## src/rtl/mips_pkg.sv

```systemverilog
// Shared definitions for the MIPS front end: fetch FSM encoding and fixed
// instruction/address constants.
package mips_pkg;

    typedef logic [1:0] fetch_state_t;

    localparam fetch_state_t ST_IDLE  = 2'd0;
    localparam fetch_state_t ST_FETCH = 2'd1;
    localparam fetch_state_t ST_HOLD  = 2'd2;
    localparam fetch_state_t ST_DRAIN = 2'd3;

    localparam logic [31:0] NOP_INSTR        = 32'h0000_0000;
    localparam logic [31:0] RESET_PC_DEFAULT = 32'h0000_0000;

endpackage

```

## src/rtl/if_id_reg.sv

```systemverilog
// IF/ID pipeline register. A bubble overrides a load and keeps the old PC+4.
module if_id_reg
    import mips_pkg::*;
(
    input  logic        clk,
    input  logic        rst_n,
    input  logic        load,
    input  logic        bubble,
    input  logic [31:0] instr_d,
    input  logic [31:0] pc_plus_4_d,
    output logic [31:0] instruction,
    output logic [31:0] pc_plus_4,
    output logic        valid
);

    always_ff @(posedge clk or negedge rst_n) begin
        if (!rst_n) begin
            instruction <= NOP_INSTR;
            pc_plus_4   <= 32'h0000_0000;
            valid       <= 1'b0;
        end else if (bubble) begin
            instruction <= NOP_INSTR;
            valid       <= 1'b0;
        end else if (load) begin
            instruction <= instr_d;
            pc_plus_4   <= pc_plus_4_d;
            valid       <= 1'b1;
        end
    end

endmodule

```

## src/rtl/instruction_fetch.sv

```systemverilog
// MIPS fetch stage: PC, single-outstanding imem port, skid buffer for stalls
// and a pending-target register for redirects that arrive mid-request.
module instruction_fetch
    import mips_pkg::*;
#(
    parameter logic [31:0] RESET_PC = RESET_PC_DEFAULT
) (
    input  logic        Clk,
    input  logic        Rst_n,
    input  logic        Stall,
    input  logic        Branch_taken,
    input  logic [31:0] Branch_addr,
    input  logic        Jump,
    output logic        Imem_req,
    output logic [31:0] Imem_addr,
    input  logic [31:0] Imem_rdata,
    input  logic        Imem_ready,
    output logic [31:0] Instruction,
    output logic [31:0] PC_plus_4,
    output logic        IF_ID_Valid
);

    fetch_state_t state_q, state_d;
    logic [31:0]  pc_q, pc_d, pc_inc;
    logic [31:0]  skid_instr_q, skid_instr_d, skid_pc4_q, skid_pc4_d;
    logic [31:0]  pend_q, pend_d;
    logic         redirect;
    logic [31:0]  target;
    logic         ifid_load, ifid_bubble;
    logic [31:0]  ifid_instr, ifid_pc4;

    assign pc_inc    = pc_q + 32'd4;
    assign redirect  = (Jump | Branch_taken) & ~Stall;
    assign target    = Jump ? {PC_plus_4[31:28], Instruction[25:0], 2'b00} : Branch_addr;
    assign Imem_req  = (state_q == ST_FETCH) || (state_q == ST_DRAIN);
    assign Imem_addr = pc_q;

    always_comb begin
        state_d      = state_q;
        pc_d         = pc_q;
        skid_instr_d = skid_instr_q;
        skid_pc4_d   = skid_pc4_q;
        pend_d       = pend_q;
        ifid_load    = 1'b0;
        ifid_bubble  = 1'b0;
        ifid_instr   = Imem_rdata;
        ifid_pc4     = pc_inc;
        case (state_q)
            ST_IDLE: begin
                state_d = ST_FETCH;
                pc_d    = RESET_PC;
            end
            ST_FETCH: begin
                if (redirect) begin
                    ifid_bubble = 1'b1;
                    if (Imem_ready) begin
                        pc_d = target;
                    end else begin
                        pend_d  = target;
                        state_d = ST_DRAIN;
                    end
                end else if (Imem_ready) begin
                    pc_d = pc_inc;
                    // A word returned under stall is parked so it is not refetched.
                    if (Stall) begin
                        skid_instr_d = Imem_rdata;
                        skid_pc4_d   = pc_inc;
                        state_d      = ST_HOLD;
                    end else begin
                        ifid_load = 1'b1;
                    end
                end else if (!Stall) begin
                    ifid_bubble = 1'b1;
                end
            end
            ST_HOLD: begin
                if (!Stall) begin
                    state_d = ST_FETCH;
                    if (redirect) begin
                        pc_d        = target;
                        ifid_bubble = 1'b1;
                    end else begin
                        ifid_load  = 1'b1;
                        ifid_instr = skid_instr_q;
                        ifid_pc4   = skid_pc4_q;
                    end
                end
            end
            ST_DRAIN: begin
                // The old request must complete before the pending target is issued.
                ifid_bubble = ~Stall;
                if (Imem_ready) begin
                    pc_d    = pend_q;
                    state_d = ST_FETCH;
                end
            end
            default: state_d = ST_IDLE;
        endcase
    end

    always_ff @(posedge Clk or negedge Rst_n) begin
        if (!Rst_n) begin
            state_q      <= ST_IDLE;
            pc_q         <= RESET_PC;
            skid_instr_q <= 32'h0000_0000;
            skid_pc4_q   <= 32'h0000_0000;
            pend_q       <= 32'h0000_0000;
        end else begin
            state_q      <= state_d;
            pc_q         <= pc_d;
            skid_instr_q <= skid_instr_d;
            skid_pc4_q   <= skid_pc4_d;
            pend_q       <= pend_d;
        end
    end

    if_id_reg u_if_id_reg (
        .clk         (Clk),
        .rst_n       (Rst_n),
        .load        (ifid_load),
        .bubble      (ifid_bubble),
        .instr_d     (ifid_instr),
        .pc_plus_4_d (ifid_pc4),
        .instruction (Instruction),
        .pc_plus_4   (PC_plus_4),
        .valid       (IF_ID_Valid)
    );

endmodule

```

## config.mk

```make
export PLATFORM = sky130hd
export DESIGN_NAME = instruction_fetch
export DESIGN_NICKNAME = d
export VERILOG_FILES = /design/src/rtl/mips_pkg.sv /design/src/rtl/if_id_reg.sv /design/src/rtl/instruction_fetch.sv
export SDC_FILE = /design/constraint.sdc
export NUM_CORES = 1
export LEC_CHECK = 0
export BUFFER_PORTS_ARGS = -buffer_cell sky130_fd_sc_hd__clkbuf_2
export CORE_MARGIN = 2
export CORE_UTILIZATION = 51
export DETAILED_ROUTE_END_ITERATION = 10
export MAX_ROUTING_LAYER = met4
export PLACE_DENSITY = 0.77
export SETUP_SLACK_MARGIN = 0.15
export SYNTH_ARGS = -nofsm -noshare
export SYNTH_HDL_FRONTEND = slang
export SYNTH_SLANG_ARGS = --single-unit
```

## constraint.sdc

```tcl
create_clock -name Clk -period 2.2 [get_ports Clk]
set_input_delay 0.33 -clock Clk [delete_from_list [all_inputs] [get_ports Clk]]
set_output_delay 0.33 -clock Clk [all_outputs]
set_load 0.02 [all_outputs]
```

==> results.yml <==
outcome:
  status: "complete, no violations"
drt:
  remaining_drc_errors: 0
  initialDrtViolationCount: 870
  wl_per_cell_um: 19.33
  post_drt_via_cell_ratio: 5.825
  ant_nets: 0
  dr.pass1.iters: 6
  wirelength_um: 27820
  vias: 8382
clocking:
  cts_max_path_buffers: 2
  htreeDepth: 4
  clk_pin_slew_ps: 70
  numCtsBuffers: 17
  cts.sinks: 195
  clk_latency_ps: 440
  cts_tree: "yes"
  clockRootBuffer: "clkbuf_16"
logic_synthesis:
  yosysTopAreaCellShare_pct: 51.10
  synth-edff-count: 0
  netlist_top_cells_count: "195 x dfrtp_1, 171 x nand2_1, 97 x nor2_1, 68 x o21ai_0, 52 x clkbuf_1"
  synthTopCellsByArea: "dfrtp_1 51%, nand2_1 6.7%, mux2_2 5.1%"
  netlist_instances: 987
  synth.most_common_cell: "dfrtp_1"
  synthDistinctLibCells: 63
  avgSynthCellArea_um2: 9.675
  yosys.area.top_type: "dfrtp_1"
  syn_nets: 1062
  ys_dominant_reg_cell: "dfrtp_1"
  netlist_area_mm2: 0.009549
  yosys_warnings: 0
  seq_area_frac_synth_pct: 51.10
  ys_ff_latch: 195
  async_flop_share_pct: 100.0
worst_setup_path:
  path_cells: "inv_2, ha_4, buf_8, a211oi_4, buf_6, o41ai_4, buf_6, buf_12, a211oi_2, a21o_1"
  critPathLaunch: "state_q[1]"
  end_kind: "flip-flop"
  slowest_delay_ps: 450
  rr_startpoint: "state_q[1]"
  arrival_ps: 2410
  path_delay_family: "buffers and inverters"
  critPathSlowestCell: "dfrtp_2"
  crit_buf_inv: 5
  path_max_fanout: 6
  path_class: "flip-flop to flip-flop"
  crit_path_start_kind: "flip-flop"
  crit_end: "u_if_id_reg.pc_plus_4[11]"
  worst-path-stages: 10
  cp_common_cell: "buf_6"
  r2r_slack_ps: 120
  reg2reg_depth: 10
  timing.rr.end: "u_if_id_reg.pc_plus_4[11]"
  required_ps: 2530
pwr:
  peakVddDrop_mv: 0.7213
  cellLeakagePower_nw: 5.693
  power.density_mw_per_mm2: 1346
sta:
  finalClockSkew_ps: 6.769
  worst_slew_pin_slew_ps: 556.7
  max_freq_mhz: 481.5
  hold_viol: 0
  relSlewSlack_pct: 62.89
  maxSlewViolCount: 0
  setup_viol: 0
  period_share_pct: 94.40
  tns_ps: 0
  fin_crit_ps: 2077
  rsz0062_at_grt: "yes"
finish:
  antennaDiodeCount: 0
  nets: 1267
  final_core_util_pct: 65.63
  drive_above_1_share_pct: 32.12
  syn2layout_area_growth_pct: 27.27
  final_cell_area_mm2: 0.01215
grt:
  overflow: 0
  grt_pass1_wl_um: 41660
  antenna_found_initial: 0
  first_global_vias: 7653
  grt_max_degree: 65
  grt_usage_pct: 27.57
floorplanning:
  die_w_um: 140.8
  rows: 50
  dieHeight_um: 140.8
  coreArea_mm2: 0.01852
  start_util_pct: 51.57
  die-area_mm2: 0.01983
  num_io_pins: 168
place:
  hpwl_um: 18850
  dpl-instance-area_mm2: 0.01107
  port_buffers: 167
  gp_congestion: 0.9272
min_path:
  hold_path_class: "input pin to flip-flop"
flow_run:
  maxCapViolCount: 0
-- cells in the final DEF (no fill, tap or decap), types with 32 or more instances in the layout --
cell and instances:
dfrtp_1 186, nand2_1 168, clkbuf_2 166, nor2_1 96, o21ai_0 67, buf_4 65, a21oi_1 48, mux2_2 43
mux2i_1 37, a311oi_1 32
-- worst min-delay path by stage --
stage / from / endpoint / slack [ps] / cells past startpoint
3_3_place_gp: Rst_n / skid_instr_q[27] / 330 / 1
4_1_cts: Imem_rdata[8] / skid_instr_q[8] / 130 / 2
2_1_floorplan: Rst_n / Imem_addr[0] / 30 / 0
3_5_place_dp: Rst_n / skid_instr_q[4] / 340 / 1
5_1_grt: Imem_rdata[6] / skid_instr_q[6] / 130 / 2
6_report: Imem_rdata[30] / skid_instr_q[30] / 140 / 2
-- flip-flops by register name (all words and copies together), names as in the netlist --
signal	cells
skid_instr_q	32
u_if_id_reg.valid	1
pend_q	32
Imem_addr	32
u_if_id_reg.instruction	32
u_if_id_reg.pc_plus_4	32
skid_pc4_q	32
state_q	2
-- per-stage QoR --
step                hold WS [ps]  setup slack [ps]  std cells  total power [mW]
global placement           334.8             118.4       1377             12.48
CTS                        130.5             151.0       1411             15.77
floorplan                  34.41             122.6        987             10.17
finish                     135.0             123.2       1439             16.36
detailed placement         337.7            -18.40       1377             12.72
global route               125.0             70.37       1439             17.28
-- area by class of cell --
class / instances / area (µm²)
fillers: 1481 / 6365
flip-flops and latches: 195 / 4891
multi-input cells: 697 / 4488
repair buffers: 261 / 1852
clock buffers: 20 / 446.7
well taps: 234 / 292.8
clock inverters: 12 / 107.6
inverters: 20 / 75.07
-- report_power, final --
part	switching [mW]	internal (mW)
sequential	1.12	5.09
combinational	4.15	3.00
clock	1.41	1.59
total	6.67	9.68
-- cells by family after synthesis --
family / synth area share, %
flops: 51.10
fa+ha+maj: 0.6551
xor+xnor: 2.568
mux: 8.949
buf+inv: 4.114
compound gates: 16.60
simple gates: 16.01
-- what timing repair did --
| item | 4_1_cts | 5_1_grt |
|---|---|---|
| pin swaps | 1 | 16 |
| hold buffers | 1 | 0 |
| endpoints found under the hold margin | 51 | 0 |
| buffers inserted | 1 | 22 |
| resized for setup | 16 | 30 |
| cloned | 0 | 6 |
| setup endpoints to repair | 27 | 95 |
-- layer usage --
metal,part of all wire (%),vias to the layer above,global-route usage [%]
li1,-,3917,-
met1,46,4126,39.60
met2,47,306,41.36
met3,6.1,33,4.823
met4,1.8,0,6.368
met5,0,-,-
Note: power is estimated with default switching activity, not from simulation.
